<file path="config.mk">
export PLATFORM = sky130hd
export DESIGN_NAME = csr_timer
export DESIGN_NICKNAME = d
export VERILOG_FILES = /design/src/rtl/csr_timer.sv
export SDC_FILE = /design/constraint.sdc
export NUM_CORES = 1
export LEC_CHECK = 0
export ABC_CLOCK_PERIOD_IN_PS = 5900
export CAP_MARGIN = 20
export CORE_ASPECT_RATIO = 0.9
export CORE_MARGIN = 3
export CORE_UTILIZATION = 40
export CTS_CLUSTER_DIAMETER = 120
export DETAILED_ROUTE_END_ITERATION = 12
export DONT_BUFFER_PORTS = 1
export PLACE_DENSITY_LB_ADDON = 0.1
export RECOVER_POWER = 100
export SLEW_MARGIN = 20
export SYNTH_ARGS = -nofsm -noshare
export SYNTH_HDL_FRONTEND = slang
export SYNTH_SLANG_ARGS = --single-unit
</file>
<file path="constraint.sdc">
create_clock -name sys_clk -period 5.9 [get_ports sys_clk]
set_clock_uncertainty 0.2 [all_clocks]
set_input_delay 1.18 -clock sys_clk [delete_from_list [all_inputs] [get_ports sys_clk]]
set_output_delay 1.18 -clock sys_clk [all_outputs]
set_load 0.02 [all_outputs]
</file>
<file path="src/rtl/csr_timer.sv">
// Programmable 32-bit CSR timer: prescaled tick, compare match with sticky
// pending flag, one-shot or auto-restart, registered level interrupt.
module csr_timer #(
  parameter logic [3:0] csr_addr = 4'h4
) (
  input  logic        sys_clk,
  input  logic        sys_rst,
  input  logic [13:0] csr_a,
  input  logic        csr_we,
  input  logic [31:0] csr_di,
  output logic [31:0] csr_do,
  output logic        irq
);

  localparam logic [2:0] REG_CTRL     = 3'd0;
  localparam logic [2:0] REG_COMPARE  = 3'd1;
  localparam logic [2:0] REG_COUNTER  = 3'd2;
  localparam logic [2:0] REG_PRESCALE = 3'd3;
  localparam logic [2:0] REG_STATUS   = 3'd4;

  logic        en;
  logic        autorestart;
  logic        irq_en;
  logic [31:0] compare;
  logic [31:0] counter;
  logic [15:0] prescale;
  logic        pending;
  logic [15:0] pcnt;

  logic        sel;
  logic [2:0]  idx;
  logic        wr;
  logic        tick;
  logic        match;
  logic [31:0] rd_data;

  // Address bits between the page and the register index are don't-care.
  logic unused_addr;
  assign unused_addr = ^csr_a[9:3];

  assign sel   = (csr_a[13:10] == csr_addr);
  assign idx   = csr_a[2:0];
  assign wr    = sel & csr_we;
  assign tick  = en & (pcnt == prescale);
  assign match = tick & (counter == compare);

  always_comb begin
    // NOTE: assigning a default before the case keeps this purely
    // combinational; a missing branch would otherwise infer a latch.
    rd_data = '0;
    if (sel) begin
      case (idx)
        REG_CTRL:     rd_data = {29'd0, irq_en, autorestart, en};
        REG_COMPARE:  rd_data = compare;
        REG_COUNTER:  rd_data = counter;
        REG_PRESCALE: rd_data = {16'd0, prescale};
        REG_STATUS:   rd_data = {31'd0, pending};
        default:      rd_data = '0;
      endcase
    end
  end

  // NOTE: non-blocking assignments throughout, so every right-hand side sees
  // pre-edge values; this is what makes reads return pre-update state.
  always_ff @(posedge sys_clk) begin
    if (sys_rst) begin
      en          <= 1'b0;
      autorestart <= 1'b0;
      irq_en      <= 1'b0;
      compare     <= '0;
      counter     <= '0;
      prescale    <= '0;
      pending     <= 1'b0;
      pcnt        <= '0;
      csr_do      <= '0;
      irq         <= 1'b0;
    end else begin
      csr_do <= rd_data;
      irq    <= pending & irq_en;

      if (wr && idx == REG_COMPARE)  compare  <= csr_di;
      if (wr && idx == REG_PRESCALE) prescale <= csr_di[15:0];

      if (wr && idx == REG_CTRL) begin
        autorestart <= csr_di[1];
        irq_en      <= csr_di[2];
      end

      // A CTRL write overrides the one-shot self-disable.
      if (wr && idx == REG_CTRL)       en <= csr_di[0];
      else if (match && !autorestart)  en <= 1'b0;

      // A COUNTER write overrides the tick update and restarts the prescaler.
      if (wr && idx == REG_COUNTER) begin
        counter <= csr_di;
        pcnt    <= '0;
      end else if (tick) begin
        counter <= match ? 32'd0 : counter + 32'd1;
        pcnt    <= '0;
      end else if (en) begin
        pcnt    <= pcnt + 16'd1;
      end

      // A match in the same cycle wins over a software clear.
      if (match)                                  pending <= 1'b1;
      else if (wr && idx == REG_STATUS && csr_di[0]) pending <= 1'b0;
    end
  end

endmodule
</file>
* Word-level counts from Yosys, hierarchy flattened
Index checks and enable logic that the tools add are counted.
Word-level totals: register bits after elaboration 133, word-level logic and storage cells 46, output and inout port bits 33, bits of input ports 49
Cells by class: eq/ne operators 7, reduce and logical (&&, ||, !) cells 14, muxes and demuxes 8, $add $sub $neg 2, bitwise gates (word level) 5
Operators by type and width (number):
- $pmux 32 s5 | 1
- $mux 32 | 3
- $add 32x1->32 const B | 1
- $eq 32x32->1 | 1
- $add 16x1->16 const B | 1
- $eq 16x16->1 | 1
- $logic_and 1x1->1 | 7
- $eq 3x2->1 const B | 2
- $reduce_bool 2->1 | 3
- $and 1x1->1 | 4
- $eq 4x3->1 const B | 1
- $mux 1 | 4
- $eq 3x1->1 const B | 1
- $eq 3x3->1 const B | 1
- $logic_not 3->1 | 1
- $reduce_or 3->1 | 1
- $reduce_or 2->1 | 1
- $logic_not 1->1 | 1
- $not 1->1 | 1

* Depth between registers and ports, before layout
depth after elaboration 6, depth in mapped cells 9, gate-level depth less buffers 7

* Worst setup path after synthesis
No wires, ideal clock.
path type input to register, start point input csr_a[1], end point register counter[12], required time 5.578 ns, path buffers 3, stages on the path 9, path slack 2.920 ns, arrival time 2.658 ns, library setup time 0.122 ns, path through clkbuf_1 > nor3b_4 > and3_1 > buf_2 > nor2_1 > o21a_1 > buf_6 > a22oi_1 > o21ai_1
Between the ends: word-level cells in the longest chain between the ends 3, elaborated cells on any way between the ends 4, those cells by class 1 x eq/ne; 1 x mux; 2 x reduce/logical
RTL lines:
- start, declared | line 8 | input logic [13:0] csr_a,
- $eq 3x2->1 * | line 94 | if (wr && idx == REG_COUNTER) begin
- $logic_and 1x1->1 * | line 94
- $mux 32 or $reduce_bool 2->1 (tied branches)
- end signal, assigned | line 95 | counter <= csr_di;
- end signal, assigned | line 98 | counter <= match ? 32'd0 : counter + 32'd1;
- end, declared | line 25 | logic [31:0] counter;
Mark *: on every way between the ends. The rest lies on a longest branch, timed or not. A chain may end at the register's enable or synchronous reset.

* Worst setup path after layout
start point input csr_a[0], end point register counter[24]
The elaborated chain is that of the path after synthesis.

==> impl_metrics.json <==
{
  "outcome": "finished, violations left",
  "violations": "max-capacitance violations, max-slew violations",
  "vias": 5540,
  "rsz0062_at_grt": "false",
  "grt_max_degree": 76,
  "setup_viol": 0,
  "cts_htree_levels": 4,
  "routedWlPerCell_um": 19.4,
  "gr-total-overflow": 0,
  "postPlaceCellArea_mm2": 0.00662,
  "die_w_um": 142,
  "ys.flop_type": "dfxtp_1",
  "start_kind": "input pin",
  "dp.final_hpwl_um": 13400,
  "layout_min_cycle_time_ps": 4370,
  "numCtsBuffers": 17,
  "final_cell_mix": "133 x dfxtp_1, 119 x nand2_1, 87 x nor2_1, 50 x a21oi_1, 48 x xnor2_1",
  "drive_gt1_frac": 0.0796,
  "yosys_warnings": 0,
  "antenna_left": 0,
  "placedCellCount": 940,
  "avgSynthCellArea_um2": 8.34,
  "nets": 804,
  "clock_sinks": 133,
  "ys_async_sr_fraction": 0,
  "final_area_mm2": 0.00727,
  "grt_usage": 0.211,
  "holdCritPathClass": "reg2reg",
  "syn_nets": 846,
  "fin_crit_sh": 0.741,
  "row_count": 44,
  "hold_buffers": 0,
  "syn_area_mm2": 0.00663,
  "total_power_mw": 2.17,
  "start_util": 0.410,
  "relSlewSlack": -0.593,
  "grt_pass1_vias": 5266,
  "power_leakage_nw": 2.61,
  "drc": 0,
  "core_mm2": 0.0162,
  "final.setup.tns_ps": 0,
  "ir_drop_mv": 0.220,
  "p_per_area_mw_per_mm2": 298,
  "synth-edff-count": 0,
  "synth.distinct_cells": 56,
  "antenna_found_initial": 0,
  "vias_per_cell": 5.69,
  "slew_viol_final": 51,
  "arrival_ps": 4470,
  "use_met3": 0.0563,
  "die_y_um": 128,
  "ys_seq_area_frac": 0.401,
  "area_delta_synth_final_pct": 9.68,
  "layout_commonest_cell": "dfxtp_1",
  "drtIter0Drc": 448,
  "met1_usage": 0.298,
  "wirelength_um": 18900,
  "port_buffers": 0,
  "max_clock_freq_ghz": 0.229,
  "critPathKind": "in2reg",
  "cts_resized": 0,
  "io-pin-count": 82,
  "cp_max_fo": 20,
  "worstPathRequired_ps": 6000,
  "cp-end-kind": "flip-flop",
  "insertedDiodeCount": 0,
  "syn_inst": 795,
  "clk_pin_slew_ps": 60,
  "drt-pass1-iter-count": 5,
  "stdcell_count": 973,
  "place_congestion": 0.853,
  "fp.dieArea_mm2": 0.0182,
  "top_usage_layer": "met2",
  "clock_latency_ps": 420,
  "cts_tree": "done",
  "grt_pass1_wl_um": 29900,
  "cts_setup_buffers": 0,
  "synth_seq_cells": 133,
  "drv_cap": 3,
  "root_buffer": "clkbuf_16",
  "tightestPinTransition_ps": 2380,
  "hold_viol": 0,
  "globalRouteMet2Util": 0.311,
  "clk_path_buf_depth": 2
}
## critical path, cell delays in order
cell     delay [ps]
nor3b_1        1800
and3_1          340
buf_4           300
nor2_1          130
o21a_1          340
a22oi_1         260
o21ai_0         110
## state kept, by name, indices dropped and copies added, names as in the netlist, 16 cells and up
register  cells
compare      32
counter      32
csr_do       32
pcnt         16
prescale     16
## logic make-up (layout without fill, tap and decap cells)
kind of cell / after synthesis / after routing / synth area share
muxes: 37 / 37 / 0.0583
buffers and inverters: 80 / 51 / 0.0556
DFF: 133 / 133 / 0.401
and+or+nand+nor: 317 / 317 / 0.227
xor gates and xnor gates: 75 / 75 / 0.0990
adders and majority gates: 2 / 2 / 0.00377
AOI/OAI and AO/OA: 151 / 151 / 0.155
## synth_stat cells (all sizes together) (2+ instances only)
cell type	count	area share
dfxtp	133	0.40
nand2	119	0.067
nor2	88	0.050
a21oi	50	0.038
xnor2	48	0.063
clkbuf	38	0.022
a22oi	36	0.041
buf	29	0.027
nand3	27	0.020
xor2	27	0.036
mux2i	24	0.036
nand4	22	0.023
o21ai	17	0.013
a2bb2oi	15	0.020
inv	13	0.0074
mux2	13	0.022
nor4	12	0.013
nor3	9	0.0092
a32oi	8	0.011
and3	8	0.0075
or3	8	0.0075
a31oi	6	0.0057
o2111ai	5	0.0066
and4	4	0.0053
or2	4	0.0038
and2	3	0.0028
nor2b	3	0.0028
nor3b	3	0.0051
o22a	3	0.0040
a21boi	2	0.0023
ha	2	0.0038
nand2b	2	0.0019
o21a	2	0.0023
or4	2	0.0023
## report_power, final
group	internal (mW)	leakage, nW	total (mW)	switching [mW]
Clock	0.826	0.336	1.23	0.405
Combinational	0.0102	1.20	0.0351	0.0249
Sequential	0.900	1.07	0.902	0.00201
## per-layer routing
layer / share of wire / wire length (µm)
met5: 0 / 0
met4: 0.019 / 359
met3: 0.068 / 1290
met2: 0.44 / 8320
met1: 0.47 / 8950
## path summary, 6_finish.rpt
path | start | to | slack (ps) | depth (start not counted)
max | csr_a[0] | counter[24]$_SDFFE_PP0P_ | 1530 | 7
min reg2reg | compare[8]$_SDFFE_PP0P_ | compare[8]$_SDFFE_PP0P_ | 280 | 2
max reg2reg | pcnt[11]$_SDFFE_PP0P_ | counter[0]$_SDFFE_PP0P_ | 2330 | 6
min | compare[8]$_SDFFE_PP0P_ | compare[8]$_SDFFE_PP0P_ | 280 | 2
## layout make-up
type                       count  area [µm²]
tap                          207         259
inverter                      13        48.8
multi-input combinational    582        3560
clock buffer                  20         467
sequential                   133        2660
timing repair buffer           6        48.8
clock inverter                12         224
fill                        1671        8910
## through the flow
| stage | util | hold slack, ps | worst slack, ps |
|---|---|---|---|
| 2_1_floorplan | - | 260 | 2920 |
| 3_3_place_gp | 0.409 | 266 | 2200 |
| 3_5_place_dp | 0.409 | 269 | 2170 |
| 4_1_cts | 0.452 | 277 | 2620 |
| 5_1_grt | 0.449 | 305 | 1250 |
| 6_report | 0.449 | 278 | 1530 |
Note: power is estimated with default switching activity, not from simulation.
